### src/rtl/hex_blink_decoder.sv
`default_nettype none
// ============================================================================
//  Module      : hex_blink_decoder
//  Description : Locks onto a blank/symbol alternating active-low 7-segment
//                stream, decodes each symbol to its hex code and flags
//                protocol violations.
//  Revision    : 1.0  initial release
// ============================================================================
module hex_blink_decoder #(
    parameter int          LOCK_PAIRS = 2,
    parameter logic [6:0]  BLANK      = 7'b1111111
) (
    input  logic        clk,
    input  logic        reset,
    input  logic [6:0]  seg_in,
    output logic [4:0]  code_out,
    output logic        locked,
    output logic        new_sym,
    output logic        err
);

    localparam logic [3:0] C_LOCK_PAIRS = LOCK_PAIRS[3:0];

    typedef enum logic [1:0] {
        ST_HUNT       = 2'd0,
        ST_WAIT_SYM   = 2'd1,
        ST_WAIT_BLANK = 2'd2
    } state_t;

    state_t      state_q, state_d;
    logic [6:0]  seg_q;
    logic        seg_vld_q;
    logic [3:0]  cnt_q, cnt_d;
    logic [4:0]  code_q, code_d;
    logic        locked_q, locked_d;
    logic        new_sym_q, new_sym_d;
    logic        err_q, err_d;

    logic        w_is_blank;
    logic        w_dec_valid;
    logic [3:0]  w_dec_code;
    logic        w_is_sym;
    logic        w_accept;
    logic        w_violation;

    // Input frame register: the FSM works on the frame captured one edge earlier.
    always_ff @(posedge clk) begin
        if (reset) begin
            seg_q     <= BLANK;
            seg_vld_q <= 1'b0;
        end else begin
            seg_q     <= seg_in;
            seg_vld_q <= 1'b1;
        end
    end

    always_comb begin
        w_dec_valid = 1'b1;
        w_dec_code  = 4'h0;
        case (seg_q)
            7'b1000000: w_dec_code = 4'h0;
            7'b1111001: w_dec_code = 4'h1;
            7'b0100100: w_dec_code = 4'h2;
            7'b0110000: w_dec_code = 4'h3;
            7'b0011001: w_dec_code = 4'h4;
            7'b0010010: w_dec_code = 4'h5;
            7'b0000010: w_dec_code = 4'h6;
            7'b1111000: w_dec_code = 4'h7;
            7'b0000000: w_dec_code = 4'h8;
            7'b0010000: w_dec_code = 4'h9;
            7'b0001000: w_dec_code = 4'hA;
            7'b0000011: w_dec_code = 4'hB;
            7'b1000110: w_dec_code = 4'hC;
            7'b0100001: w_dec_code = 4'hD;
            7'b0000110: w_dec_code = 4'hE;
            7'b0001110: w_dec_code = 4'hF;
            default:    w_dec_valid = 1'b0;
        endcase
    end

    assign w_is_blank = (seg_q == BLANK);
    assign w_is_sym   = w_dec_valid && !w_is_blank;

    always_comb begin
        state_d     = state_q;
        cnt_d       = cnt_q;
        code_d      = code_q;
        new_sym_d   = 1'b0;
        err_d       = 1'b0;
        w_accept    = 1'b0;
        w_violation = 1'b0;

        if (seg_vld_q) begin
            case (state_q)
                ST_HUNT: begin
                    if (w_is_blank) state_d = ST_WAIT_SYM;
                end
                ST_WAIT_SYM: begin
                    if (w_is_sym) begin
                        w_accept = 1'b1;
                        code_d   = {1'b0, w_dec_code};
                        cnt_d    = (cnt_q == C_LOCK_PAIRS) ? cnt_q : cnt_q + 4'd1;
                        state_d  = ST_WAIT_BLANK;
                    end else begin
                        w_violation = 1'b1;
                    end
                end
                ST_WAIT_BLANK: begin
                    if (w_is_blank) state_d = ST_WAIT_SYM;
                    else            w_violation = 1'b1;
                end
                default: state_d = ST_HUNT;
            endcase
        end

        // A blank offender still marks a frame boundary, so resync from it.
        if (w_violation) begin
            cnt_d   = 4'd0;
            err_d   = locked_q;
            state_d = w_is_blank ? ST_WAIT_SYM : ST_HUNT;
        end

        locked_d = (cnt_d == C_LOCK_PAIRS);

        if (w_accept) begin
            new_sym_d = (locked_d && !locked_q) ||
                        (locked_q && (code_d != code_q));
        end
    end

    always_ff @(posedge clk) begin
        if (reset) begin
            state_q   <= ST_HUNT;
            cnt_q     <= 4'd0;
            code_q    <= 5'd0;
            locked_q  <= 1'b0;
            new_sym_q <= 1'b0;
            err_q     <= 1'b0;
        end else begin
            state_q   <= state_d;
            cnt_q     <= cnt_d;
            code_q    <= code_d;
            locked_q  <= locked_d;
            new_sym_q <= new_sym_d;
            err_q     <= err_d;
        end
    end

    assign code_out = code_q;
    assign locked   = locked_q;
    assign new_sym  = new_sym_q;
    assign err      = err_q;

endmodule
`default_nettype wire

### config.mk
export PLATFORM = sky130hd
export DESIGN_NAME = hex_blink_decoder
export DESIGN_NICKNAME = d
export VERILOG_FILES = /design/src/rtl/hex_blink_decoder.sv
export SDC_FILE = /design/constraint.sdc
export NUM_CORES = 1
export LEC_CHECK = 0
export BUFFER_PORTS_ARGS = -buffer_cell sky130_fd_sc_hd__buf_2
export CORE_ASPECT_RATIO = 0.75
export CORE_MARGIN = 5
export CORE_UTILIZATION = 57
export CTS_CLUSTER_SIZE = 12
export DETAILED_ROUTE_END_ITERATION = 10
export MAX_ROUTING_LAYER = met4
export PLACE_DENSITY = 0.79
export SYNTH_ARGS = -nofsm -noshare
export SYNTH_HDL_FRONTEND = slang
export SYNTH_SLANG_ARGS = --single-unit
### constraint.sdc
create_clock -name clk -period 2.9 [get_ports clk]
set_input_delay 0.29 -clock clk [delete_from_list [all_inputs] [get_ports clk]]
set_output_delay 0.29 -clock clk [all_outputs]
set_load 0.1 [all_outputs]
==> metrics.cfg, run 1 <==
[place]
dp_hpwl_um=2097
gp_congestion=0.9302
place_ws_ns=0.2607
port_buffers=16
placed_area_mm2=0.001401

[flow_run]
maxCapViolCount=0

[drt]
wl_per_cell_um=13.71
first_pass_iters=4
vias_per_cell=5.644
drc=0
ant_nets=0
wirelength_um=2810
vias=1157
first_iter_violations=50

[timing]
maxSlewHeadroom_pct=52.91
skew_ns=0.001431
hold_viol_final=0
finalCritPeriodShare_pct=92.36
rsz0062_at_grt=no
max_freq_ghz=0.3733
setup_slack_ns=0.2215
slew_viol_final=0
tightest_slew_ns=0.6990
finalSetupViolCount=0
layout_min_cycle_time_ns=2.679
timing.setup.tns_ns=0

[worst_setup_path]
cp.arrival_ns=2.92
critPathMaxFanout=14
end_kind=flop
start_kind=flop
critPathKind=flop to flop
critPathRequiredTime_ns=3.14

[floorplanning]
rows=15
core_mm2=0.002308
die_w_um=66.79
io_pins=17
die_height_um=52.60
dieArea_mm2=0.003513
start_util_pct=59.73

[global_route]
grt_use_met2_pct=30.76
grt_busiest_layer=met2
grtUsageMet1_pct=24.51
grtUsageMet3_pct=5.150
grt_pass1_vias=1122
track_usage_pct=19.51
gr-total-overflow=0
grt_max_degree=17
antenna_found_initial=0
grt_pass1_wl_um=5016

[finish]
area_growth_pct=5.444
nets=187
drive_above_1_share_pct=23.98
multi_input_area_um2=804.5
fin_util_pct=62.98
finish.instance_area_mm2=0.001454
seq_area_um2=440.4
antenna_cells=0
nFillCells=211

[logic_synthesis]
syn_area_mm2=0.001379
ys_ff_latch=22
yosysMostFrequentCell=dfxtp_1
synthCells=160
async_flop_share_pct=0
synth_ff_type=dfxtp_1
ys_seq_area_share_pct=31.94
synth_area_per_cell_um2=8.618
syn_nets=175
yosys.area.top_type_share_pct=31.94
synth_common_cells=dfxtp_1, nor2_1, o21ai_0
synth_area_leader_cell=dfxtp_1
ys_warn_count=0
synth.area.top_cells=dfxtp_1, ha_1, nor2_1
synth_edf_count=0
synthDistinctLibCells=49

[run_status]
outcome=finished, final reports clean

[power_and_ir_drop]
pwr_density_cell_mw_per_mm2=427.0
p_leak_uw=0.0005723
peakVddDrop_v=0.0003490

[clocking]
cts_sinks=22
cts_setup_buffers=0
clock_latency_ns=0.32
cts.path.max_buffers=2
numCtsBuffers=3
postCtsHoldBufs=0
cts_root_buf=clkbuf_4
clkTransAtPathRegs_ns=0.12
cts_tree=yes
cts.repair.resized=0
htreeDepth=1

[hold_path]
min_path_type=input pin to flop

[path summary, 6_finish.rpt]
path	startpoint	to	slack [ns]	cells past startpoint
setup / recovery	seg_q[3]$_SDFF_PP1_	new_sym$_SDFF_PP0_	0.22	7
hold / removal	seg_in[4]	seg_q[4]$_SDFF_PP1_	0.14	2
setup reg to reg	seg_q[3]$_SDFF_PP1_	new_sym$_SDFF_PP0_	0.22	7
hold reg to reg	code_out[4]$_SDFF_PP0_	code_out[4]$_SDFF_PP0_	0.50	1
[stage by stage]
| step | hold WS [ns] | total power [µW] | std cells |
|---|---|---|---|
| 4_1_cts | 0.1303 | 626.3 | 205 |
| 3_3_place_gp | 0.4719 | 385.0 | 201 |
| 2_1_floorplan | 0.3938 | 382.6 | 160 |
| 3_5_place_dp | 0.4744 | 389.2 | 201 |
| 5_1_grt | 0.1253 | 653.4 | 205 |
| 6_report | 0.1406 | 620.9 | 205 |
[cell families after synthesis]
kind of cell	synth area share [%]
compound gates	17.88
xor+xnor	3.811
fa+ha+maj	5.445
buf+inv	9.709
flops	31.94
mux	0.7260
simple gates	30.49
[layout make-up]
type	instances	share of cell area [%]
Sequential cell	22	30.29
Clock inverter	1	2.065
Inverter	9	2.324
Multi-Input combinational cell	120	55.34
Timing Repair Buffer	16	5.508
Tap cell	34	2.926
Clock buffer	3	1.549
[sequential cells by signal, summed over array words and instances, names as in the netlist]
register / flops
seg_q: 7
new_sym: 1
code_out: 5
seg_vld_q: 1
state_q: 2
cnt_q: 4
err: 1
locked: 1
[placed cells by master (no fill, tap or decap), types with 2 or more instances in the layout]
cell type	n
a211oi_1	3
a21oi_1	8
a22oi_1	2
a31oi_1	2
and3_1	2
and4bb_2	2
buf_2	16
clkbuf_4	3
dfxtp_1	22
ha_1	6
inv_1	9
nand2_1	9
nand3_1	7
nand4_1	2
nor2_1	17
nor2b_1	2
nor3_1	7
nor3b_1	3
o21ai_0	10
or2_2	7
xnor2_1	4
xor2_1	2
[power by group]
group	internal, µW	switching [µW]
Combinational	25.8	29.2
Clock	140	97.7
Sequential	310	18.0
Total	476	145
[per-layer routing]
| layer | routed length [µm] | share of wire (%) |
|---|---|---|
| met4 | 36 | 1.3 |
| met5 | 0 | 0 |
| met1 | 1409 | 50 |
| met2 | 1252 | 45 |
| met3 | 112 | 4.0 |
[critical path, stage by stage, from the launching register on]
cell      delay (ns)
dfxtp_1         0.45
or4_1           0.56
a2111o_1        0.43
and3_4          0.20
a21oi_4         0.22
mux2i_1         0.30
nand4_2         0.16
a221oi_2        0.29
No activity file was read; power rests on OpenSTA's default activity.
==> run 2, diff against run 1 <==
- RECOVER_POWER: not set -> 50
==> metrics.cfg, run 2 (same netlist as run 1, synthesis figures left out) <==
[power_and_ir_drop]
p_sw_uw=144.6
swShare_pct=23.31
power_frac_comb_pct=8.8
intPower_uw=475.7
clkPwrFrac_pct=38.2
pwr_density_cell_mw_per_mm2=429.6
p_leak_uw=0.0005386
peakVddDrop_v=0.0003474
p_seq_share_pct=52.9

[finish]
nFillCells=214
regMostFlops=seg_q
drive_above_1_share_pct=19.30
final_common_cell=dfxtp_1
nets=187
finish.instance_area_mm2=0.001444
fin_cells=205
largest_reg_flops=7
area_growth_pct=4.718
fin_util_pct=62.55
antenna_cells=0
layout_common_cells=dfxtp_1, nor2_1, o21ai_0

[place]
placed_area_mm2=0.001401
gp_congestion=0.9302
port_buffers=16
placed_cells=201
dp_hpwl_um=2097
place_ws_ns=0.2607

[floorplanning]
die_height_um=52.60
rows=15
io_pins=17
die_w_um=66.79
dieArea_mm2=0.003513
core_mm2=0.002308
start_util_pct=59.73

[clocking]
clkTransAtPathRegs_ns=0.12
cts_tree=yes
postCtsHoldBufs=0
cts_setup_buffers=0
cts_sinks=22
htreeDepth=1
numCtsBuffers=3
cts.path.max_buffers=2
clock_latency_ns=0.32
cts.repair.resized=0
cts_root_buf=clkbuf_4

[global_route]
grt_max_degree=17
grt_pass1_wl_um=5016
antenna_found_initial=0
track_usage_pct=19.51
grt_pass1_vias=1122
gr-total-overflow=0

[worst_setup_path]
end_kind=flop
critPathRequiredTime_ns=3.14
critPathMaxFanout=14
cp.arrival_ns=2.92
start_kind=flop
critPathKind=flop to flop

[timing]
layout_min_cycle_time_ns=2.678
maxSlewHeadroom_pct=21.90
finalSetupViolCount=0
tightest_slew_ns=1.177
rsz0062_at_grt=no
setup_slack_ns=0.2222
max_freq_ghz=0.3734
finalCritPeriodShare_pct=92.34
slew_viol_final=0
skew_ns=0.002505
hold_viol_final=0
timing.setup.tns_ns=0

[drt]
ant_nets=0
met1_length_um=1377
wirelength_um=2798
vias=1171
first_iter_violations=50
wl_per_cell_um=13.65
route.met3.wl_um=128
first_pass_iters=4
dr_wl_met2_um=1256
top_layer=met4
drc=0
vias_per_cell=5.712

[hold_path]
min_path_type=input pin to flop

[flow_run]
maxCapViolCount=0

[run_status]
outcome=finished, final reports clean

[run 2: cell count changes in the layout (fill, tap and decap cells not counted)]
cell / change
buf_2: -8
clkbuf_1: +8
[run 2: layout make-up]
cell class	instances	area [µm²]	area share, %
Sequential cell	22	440.4	30.50
Timing Repair Buffer	16	70.07	4.853
Tap cell	34	42.54	2.946
Clock buffer	3	22.52	1.560
Inverter	9	33.78	2.340
Clock inverter	1	30.03	2.080
Multi-Input combinational cell	120	804.5	55.72
[run 2: worst max-delay path, cell delays in order, from the launching register on]
cell,delay (ns)
dfxtp_1,0.45
or4_1,0.56
a2111o_1,0.43
and3_4,0.20
a21oi_4,0.22
mux2i_1,0.30
nand4_2,0.16
a221oi_2,0.29
[run 2: power by group through the flow]
stage / sequential [µW] / combinational, µW / clock [µW]
after floorplan: 323 / 59.3 / 0
after global placement: 333 / 51.7 / 0
after detailed placement: 335 / 54.5 / 0
after CTS: 328 / 54.9 / 244
after global routing: 331 / 62.4 / 260
final: 328 / 54.7 / 237
[run 2: layer usage]
metal / vias up / GRT usage [%]
met5: - / -
met4: 0 / 6.081
met3: 5 / 5.150
met2: 23 / 30.76
met1: 549 / 24.51
li1: 594 / -
[run 2: worst paths after layout]
| path | startpoint | end | slack, ns | cells past startpoint |
|---|---|---|---|---|
| max | seg_q[3]$_SDFF_PP1_ | new_sym$_SDFF_PP0_ | 0.22 | 7 |
| min | seg_in[4] | seg_q[4]$_SDFF_PP1_ | 0.14 | 2 |
| max reg2reg | seg_q[3]$_SDFF_PP1_ | new_sym$_SDFF_PP0_ | 0.22 | 7 |
| min reg2reg | code_out[4]$_SDFF_PP0_ | code_out[4]$_SDFF_PP0_ | 0.50 | 1 |
[run 2: through the flow]
| stage | total power, µW | hold WS (ns) |
|---|---|---|
| 2_1_floorplan | 382.6 | 0.3938 |
| 3_3_place_gp | 385.0 | 0.4719 |
| 3_5_place_dp | 389.2 | 0.4744 |
| 4_1_cts | 626.3 | 0.1303 |
| 5_1_grt | 653.1 | 0.1253 |
| 6_report | 620.3 | 0.1414 |
